**src/rtl/pwm_gen_if.sv**
```systemverilog
// Software-facing control/status bundle for the PWM transmitter.
// The GPIO side is the master; pwm_gen is the slave.
interface pwm_gen_if #(
  parameter int CNT_WIDTH      = 32,
  parameter int TICK_CNT_WIDTH = 16
);
  logic                      enable;
  logic [CNT_WIDTH-1:0]      period;
  logic [CNT_WIDTH-1:0]      duty;
  logic                      load;
  logic                      load_ack;
  logic                      pending;
  logic                      pwm_out;
  logic                      period_tick;
  logic [TICK_CNT_WIDTH-1:0] period_count;

  modport master (
    output enable, period, duty, load,
    input  load_ack, pending, pwm_out, period_tick, period_count
  );

  modport slave (
    input  enable, period, duty, load,
    output load_ack, pending, pwm_out, period_tick, period_count
  );
endinterface

```
**src/rtl/pwm_gen.sv**
```systemverilog
// Double-buffered PWM generator: loaded period/duty wait in pend registers
// and move to the active set only on a period boundary or while idle.
module pwm_gen #(
  parameter int CNT_WIDTH      = 32,
  parameter int TICK_CNT_WIDTH = 16
) (
  input  logic     sysclk,
  input  logic     sysreset_n,
  pwm_gen_if.slave bus
);
  localparam logic [CNT_WIDTH-1:0]      ONE      = 1;
  localparam logic [TICK_CNT_WIDTH-1:0] TICK_ONE = 1;

  logic [CNT_WIDTH-1:0]      r_cnt, r_act_period, r_act_duty, r_pend_period, r_pend_duty;
  logic                      r_en, r_pending, r_ack, r_pwm, r_tick;
  logic [TICK_CNT_WIDTH-1:0] r_pcount;

  logic                 w_at_end, w_apply, w_pwm_nxt, w_tick_nxt;
  logic [CNT_WIDTH-1:0] w_cnt_nxt, w_per_nxt, w_duty_nxt;

  // r_en is the enable that governs the current cycle; a cycle entered with
  // enable low keeps cnt at 0, so the first enabled cycle always starts at 0.
  always_comb begin
    w_at_end   = (r_act_period != '0) && (r_cnt == r_act_period - ONE);
    w_apply    = r_pending && (!bus.enable || (r_act_period == '0) || w_at_end);
    w_per_nxt  = w_apply ? r_pend_period : r_act_period;
    w_duty_nxt = w_apply ? r_pend_duty   : r_act_duty;
    w_cnt_nxt  = r_cnt + ONE;
    if (!bus.enable || !r_en || (r_act_period == '0) || w_at_end)
      w_cnt_nxt = '0;
    w_pwm_nxt  = bus.enable && (w_per_nxt != '0) && (w_cnt_nxt < w_duty_nxt);
    w_tick_nxt = bus.enable && (w_per_nxt != '0) && (w_cnt_nxt == w_per_nxt - ONE);
  end

  always_ff @(posedge sysclk) begin
    if (!sysreset_n) begin
      r_cnt         <= '0;
      r_act_period  <= '0;
      r_act_duty    <= '0;
      r_pend_period <= '0;
      r_pend_duty   <= '0;
      r_en          <= 1'b0;
      r_pending     <= 1'b0;
      r_ack         <= 1'b0;
      r_pwm         <= 1'b0;
      r_tick        <= 1'b0;
      r_pcount      <= '0;
    end else begin
      r_cnt        <= w_cnt_nxt;
      r_act_period <= w_per_nxt;
      r_act_duty   <= w_duty_nxt;
      r_en         <= bus.enable;
      r_ack        <= bus.load;
      r_pwm        <= w_pwm_nxt;
      r_tick       <= w_tick_nxt;
      if (r_tick)
        r_pcount <= r_pcount + TICK_ONE;
      // A load coinciding with an apply lands in pend after the old pend moved out.
      if (bus.load) begin
        r_pend_period <= bus.period;
        r_pend_duty   <= bus.duty;
        r_pending     <= 1'b1;
      end else if (w_apply) begin
        r_pending     <= 1'b0;
      end
    end
  end

  assign bus.load_ack     = r_ack;
  assign bus.pending      = r_pending;
  assign bus.pwm_out      = r_pwm;
  assign bus.period_tick  = r_tick;
  assign bus.period_count = r_pcount;
endmodule

```
**src/flat_wrapper.sv**
```systemverilog
// flat-port wrapper written by rule: the top's interface ports become plain ports
module pwm_gen_flat 
#(
  parameter int CNT_WIDTH      = 32,
  parameter int TICK_CNT_WIDTH = 16
)
  (sysclk, sysreset_n, bus_enable, bus_period, bus_duty, bus_load, bus_load_ack, bus_pending, bus_pwm_out, bus_period_tick, bus_period_count);
  pwm_gen_if #(.CNT_WIDTH(CNT_WIDTH), .TICK_CNT_WIDTH(TICK_CNT_WIDTH)) bus_i ();
  input  logic sysclk;
  input  logic sysreset_n;
  input wire logic [$bits(bus_i.enable)-1:0] bus_enable;
  input wire logic [$bits(bus_i.period)-1:0] bus_period;
  input wire logic [$bits(bus_i.duty)-1:0] bus_duty;
  input wire logic [$bits(bus_i.load)-1:0] bus_load;
  output wire logic [$bits(bus_i.load_ack)-1:0] bus_load_ack;
  output wire logic [$bits(bus_i.pending)-1:0] bus_pending;
  output wire logic [$bits(bus_i.pwm_out)-1:0] bus_pwm_out;
  output wire logic [$bits(bus_i.period_tick)-1:0] bus_period_tick;
  output wire logic [$bits(bus_i.period_count)-1:0] bus_period_count;
  assign bus_i.enable = bus_enable;
  assign bus_i.period = bus_period;
  assign bus_i.duty = bus_duty;
  assign bus_i.load = bus_load;
  assign bus_load_ack = bus_i.load_ack;
  assign bus_pending = bus_i.pending;
  assign bus_pwm_out = bus_i.pwm_out;
  assign bus_period_tick = bus_i.period_tick;
  assign bus_period_count = bus_i.period_count;
  pwm_gen #(.CNT_WIDTH(CNT_WIDTH), .TICK_CNT_WIDTH(TICK_CNT_WIDTH)) u_core (.sysclk(sysclk), .sysreset_n(sysreset_n), .bus(bus_i));
endmodule
```
**config.mk**
```make
export PLATFORM = sky130hd
export DESIGN_NAME = pwm_gen_flat
export DESIGN_NICKNAME = d
export VERILOG_FILES = /design/src/rtl/pwm_gen_if.sv /design/src/rtl/pwm_gen.sv /design/src/flat_wrapper.sv
export SDC_FILE = /design/constraint.sdc
export NUM_CORES = 1
export LEC_CHECK = 0
export CAP_MARGIN = 20
export CORE_UTILIZATION = 40
export DETAILED_ROUTE_END_ITERATION = 10
export DONT_BUFFER_PORTS = 1
export PLACE_DENSITY = 0.63
export SLEW_MARGIN = 30
export SYNTH_ARGS = -nofsm -noshare
export SYNTH_HDL_FRONTEND = slang
export SYNTH_SLANG_ARGS = --single-unit
```
**constraint.sdc**
```tcl
create_clock -name sysclk -period 5.7 [get_ports sysclk]
set_input_delay 0.855 -clock sysclk [delete_from_list [all_inputs] [get_ports sysclk]]
set_output_delay 0.855 -clock sysclk [all_outputs]
set_load 0.02 [all_outputs]
```
Word-level counts from Yosys, hierarchy flattened
Index checks and enable logic that the tools add are counted.
Storage, ports and cells
  bits in registers: 181
  bits of input ports: 68
  output and inout bits: 20
  logic and storage cells: 39
Cells by class
  add/sub/neg operators: 4
  magnitude comparators: 1
  eq/ne operators: 2
  muxes and demuxes: 5
  reductions and logical operators: 16
Operator list (number)
  32-bit 2-to-1 mux: 3
  32-bit equality test: 2
  32-bit nonzero test: 2
  32-bit by 1-bit subtractor with 32-bit output, second input constant: 2
  32-bit by 1-bit adder with 32-bit output, second input constant: 1
  32-bit zero test: 1
  32-bit < comparator: 1
  16-bit by 1-bit adder with 16-bit output, second input constant: 1
  1-bit logical AND: 5
  1-bit logical OR: 5
  1-bit zero test: 2
  1-bit 2-to-1 mux: 2
  2-bit nonzero test: 1

Logic depth before layout (Yosys ltp)
  depth after elaboration: 9
  mapped depth: 28
  gate-level depth less buffers: 25

Worst setup path after synthesis
No wires, ideal clock.
  path kind: register to register
  start: register u_core.r_act_period[0]
  end: register u_core.r_tick (netlist: u_core.bus.period_tick)
  library setup time: 88 ps
  data arrival time: 6202 ps
  required time: 5612 ps
  setup slack: -590 ps
  stages on the path, launching flop included: 27
  path buffers: 5
  period minus slack after synthesis: 6290 ps
  path through: dfxtp_1 > inv_1 > ha_1 > nor3b_2 > nand4_1 > or3_1 > and3_1 > or4_1 > or4_4 > nor2_4 > o21ai_4 > buf_6 > buf_2 > buf_1 > mux2i_1 > ha_1 > clkbuf_1 > nand2_1 > or3_1 > clkbuf_1 > nor3_1 > nor3b_1 > mux2i_1 > xor3_1 > nor4_1 > nand4_1 > nor4_2
Between the ends
  cells in the longest elaborated chain, start to end: 9
  elaborated cells between the ends (all ways): 17
  those cells by class: 2 x add/sub; 2 x eq/ne; 2 x mux; 11 x reduce/logical
Ends and longest elaborated chain
  start, declared: line pwm_gen.sv:14  | logic [CNT_WIDTH-1:0] r_cnt, r_act_period, r_act_duty, r_pend_period, r_pend_duty;
  start signal, assigned: line pwm_gen.sv:50  | r_act_period <= w_per_nxt;
  32-bit by 1-bit subtractor with 32-bit output: line pwm_gen.sv:24  | w_at_end = (r_act_period != '0) && (r_cnt == r_act_period - ONE);
  32-bit equality test: line pwm_gen.sv:24
  1-bit logical AND: line pwm_gen.sv:24
  1-bit logical OR: line pwm_gen.sv:25  | w_apply = r_pending && (!bus.enable || (r_act_period == '0) || w_at_end);
  1-bit logical AND: line pwm_gen.sv:25
  32-bit 2-to-1 mux: line pwm_gen.sv:26  | w_per_nxt = w_apply ? r_pend_period : r_act_period;
  32-bit by 1-bit subtractor with 32-bit output or 32-bit nonzero test (tied branches): line pwm_gen.sv:32  | w_tick_nxt = bus.enable && (w_per_nxt != '0) && (w_cnt_nxt == w_per_nxt - ONE);
  32-bit equality test or 1-bit logical AND (tied branches): line pwm_gen.sv:32
  1-bit logical AND *: line pwm_gen.sv:32
  end signal, assigned: line pwm_gen.sv:55  | r_tick <= w_tick_nxt;
  end, declared: line pwm_gen.sv:15  | logic r_en, r_pending, r_ack, r_pwm, r_tick;
Every way passes the cells marked *; elsewhere a longest branch is shown, timed or not.
A chain may end at the register's enable or synchronous reset.

Worst setup path after layout
  start: register u_core.r_act_period[22]
  end: register u_core.r_tick (netlist: u_core.bus.period_tick)
The elaborated chain is that of the path after synthesis.

==> out/metrics.cfg <==
[run_status]
outcome=finished, final reports clean

[detailed_routing]
first_pass_iters=5
drtIter0Drc=852
routed_via_density=5.59
vias=9141
wl_per_cell_microns=21.8
drt_wl_total_mm=35.6
ant_nets=0
drc=0

[die]
dieArea_sq_mm=0.0285
pin_count=88
start_util=0.410
core-area_sq_mm=0.0271
die_w_microns=169
rows=60
dieHeight_microns=169

[place]
dp_hpwl_mm=27.1
gp_congestion=0.998
port_buffers=0
pre_cts_ws_ns=0.318

[worst_hold_path]
hold_path.startpoint=u_core.r_act_duty[0]
hp-class=flop to flop

[critical_path]
worst_setup_path_start_kind=flop
r2r_start=u_core.r_act_period[22]
endpoint_kind=flop
worstPathCellList=nor4_1 -> a31oi_1 -> nor4b_1 -> buf_4 -> o211a_1 -> nand4_1 -> or4_4 -> or2_1 -> a21oi_4 -> nor2_1 -> a21oi_2 -> ha_1 -> inv_1 -> or3_1 -> nor2_2 -> nand2_1 -> xnor2_1 -> mux2i_1 -> xnor2_1 -> nor4_1 -> nand4_1 -> nor4_2
path_max_fanout=3
worstSetupStartpoint=u_core.r_act_period[22]
crit_type=flop to flop
crit_arrival_ns=5.85
critPathRequiredTime_ns=6.06
max_stage_delay_ns=0.58
crit_slowest_cell=or4_4

[layout]
nNetsFinal=1353
final_util=0.457
multi_input_area_sq_mm=0.00716
regArea_sq_mm=0.00362
fill_cells=2670
layout-drive-gt1-share=0.114
n_antenna_cell=0
area_delta_synth_final_pct=11.5

[sta]
finalWorstPathRequiredPeriod_ns=5.49
grt_setup_unrepaired=no
fin_ws_ns=0.212
timing.fmax_mhz=182
worst_pin_slew_ns=0.875
fin_setup_tns_ns=0
finalSetupViolCount=0
period_share=0.963
hold_viol_final=0
clock_skew_ns=0.0192
timing.hold.ws_ns=0.491
max-slew-margin-rel=0.411
slew_viol_final=0

[synth]
avgSynthCellArea_sq_um=8.94
async_reset_ff_frac=0
yosys.area.top_type=dfxtp_1
netlist_top_cells_area=dfxtp_1 33%, mux2i_1 12%, nor2b_1 7.4%, xnor2_1 6.4%, ha_1 4.1%
ys_ff_latch=181
synth_nets=1347
synthCells=1243
ys_types=75
ys_seq_area_frac=0.326
synth_area_sq_mm=0.0111
yosys_warnings=0
synth_top_area_share=0.326
ys.flop_type=dfxtp_1
synth_edf_count=0

[clock_network]
root_buffer=clkbuf_16
numCtsBuffers=17
h-tree-depth=4
clkSinkCount=181
clock_latency_ns=0.45
path_clk_slew_ns=0.08
hold_buffers=0
clock_path_buffers=2
cts_tree=done

[pwr]
p_leak_nw=5.27
ir_worst_vdd_mv=0.202
power_density_mw_per_mm2=276

[global_route]
grt_overflow_total=0
grt_pass1_wl_mm=54.1
antenna_found_initial=0
grt_usage=0.254
grt_pass1_vias=8889
grt_max_degree=179

[flow_run]
drv_cap=0

-- stage by stage --
step | cell area, sq um | total power [mW] | std cells
final | 12400 | 3.41 | 1634
after global routing | 12400 | 3.56 | 1634
after CTS | 12300 | 3.42 | 1631
after detailed placement | 11700 | 2.22 | 1599
after global placement | 11700 | 2.22 | 1599
after floorplan | 11200 | 1.98 | 1243
-- sequential cells by signal (all words and copies together), names as in the netlist, 16 cells and up --
| register | flops |
|---|---|
| u_core.r_act_duty | 32 |
| u_core.r_act_period | 32 |
| u_core.r_cnt | 32 |
| u_core.r_pend_duty | 32 |
| u_core.r_pend_period | 32 |
| u_core.bus.period_count | 16 |
-- area by class of cell --
class | count | area share
clock buffer | 19 | 0.0366
clock inverter | 13 | 0.0106
multi-input combinational | 968 | 0.578
inverter | 18 | 0.00545
sequential | 181 | 0.292
tap | 372 | 0.0376
timing repair buffer | 63 | 0.0392
-- report_power, final --
part	switching, mW	leakage (nW)	internal [mW]
sequential	0.0501	1.47	1.31
clock	0.593	0.292	0.607
combinational	0.474	3.51	0.382
-- layer usage --
layer | global-route usage | wire, microns | up-vias | share of wire
li1 | - | - | 4385 | -
met1 | 0.325 | 15700 | 4343 | 0.44
met2 | 0.405 | 16100 | 328 | 0.45
met3 | 0.0549 | 2320 | 85 | 0.065
met4 | 0.125 | 1500 | 0 | 0.042
met5 | 0 | 0 | - | 0
-- path summary, 6_finish.rpt --
kind / depth (start not counted) / slack (ns) / to
hold / removal: 2 / 0.49 / u_core.r_act_duty[0]
setup reg to reg: 22 / 0.21 / u_core.bus.period_tick
setup / recovery: 22 / 0.21 / u_core.bus.period_tick
hold reg to reg: 2 / 0.49 / u_core.r_act_duty[0]
-- cell families (layout without fill, tap and decap cells) --
logic type	after synthesis	in the layout	share of synthesized area
and+or+nand+nor	539	539	0.277
DFF	181	181	0.326
muxes	134	134	0.121
xor gates and xnor gates	130	130	0.114
AOI/OAI and AO/OA	129	129	0.0845
buffers and inverters	94	113	0.0361
adders and majority gates	36	36	0.0405
-- what timing repair did --
action                     4_1_cts  5_1_grt
hold endpoints to repair         0        0
setup buffers                    0        3
resized for setup                0        6
setup endpoints to repair        0        2
-- worst max-delay path, delay by kind of cell, from the launching register on --
family                     cells  cell delay (ns)
AOI/OAI and AO/OA              4             0.70
muxes                          1             0.25
buffers and inverters          2             0.27
xor gates and xnor gates       2             0.23
DFF                            1             0.32
and+or+nand+nor               12             3.42
adders and majority gates      1             0.21
-- synth_stat cells, drive strengths merged (13+ instances only) --
cell / n
inv: 18
a21boi: 13
nand2: 81
buf: 19
xnor2: 81
ha: 36
dfxtp: 181
nand4: 32
and3: 23
nor4: 27
nor3: 34
o21ai: 14
and2: 46
clkbuf: 57
nor2: 76
mux2i: 128
nand3: 28
nor2b: 131
xor2: 40
a21oi: 28
-- layout by cell type (no fill, tap or decap), types with 23 or more instances in the layout --
master and n:
a21oi_1 26, and2_1 46, and3_1 23, buf_4 62, dfxtp_1 181, ha_1 35, mux2i_1 127, nand2_1 81
nand3_1 27, nand4_1 31, nor2_1 73, nor2b_1 131, nor3_1 29, xnor2_1 81, xor2_1 40
No activity file was read; power rests on OpenSTA's default activity.
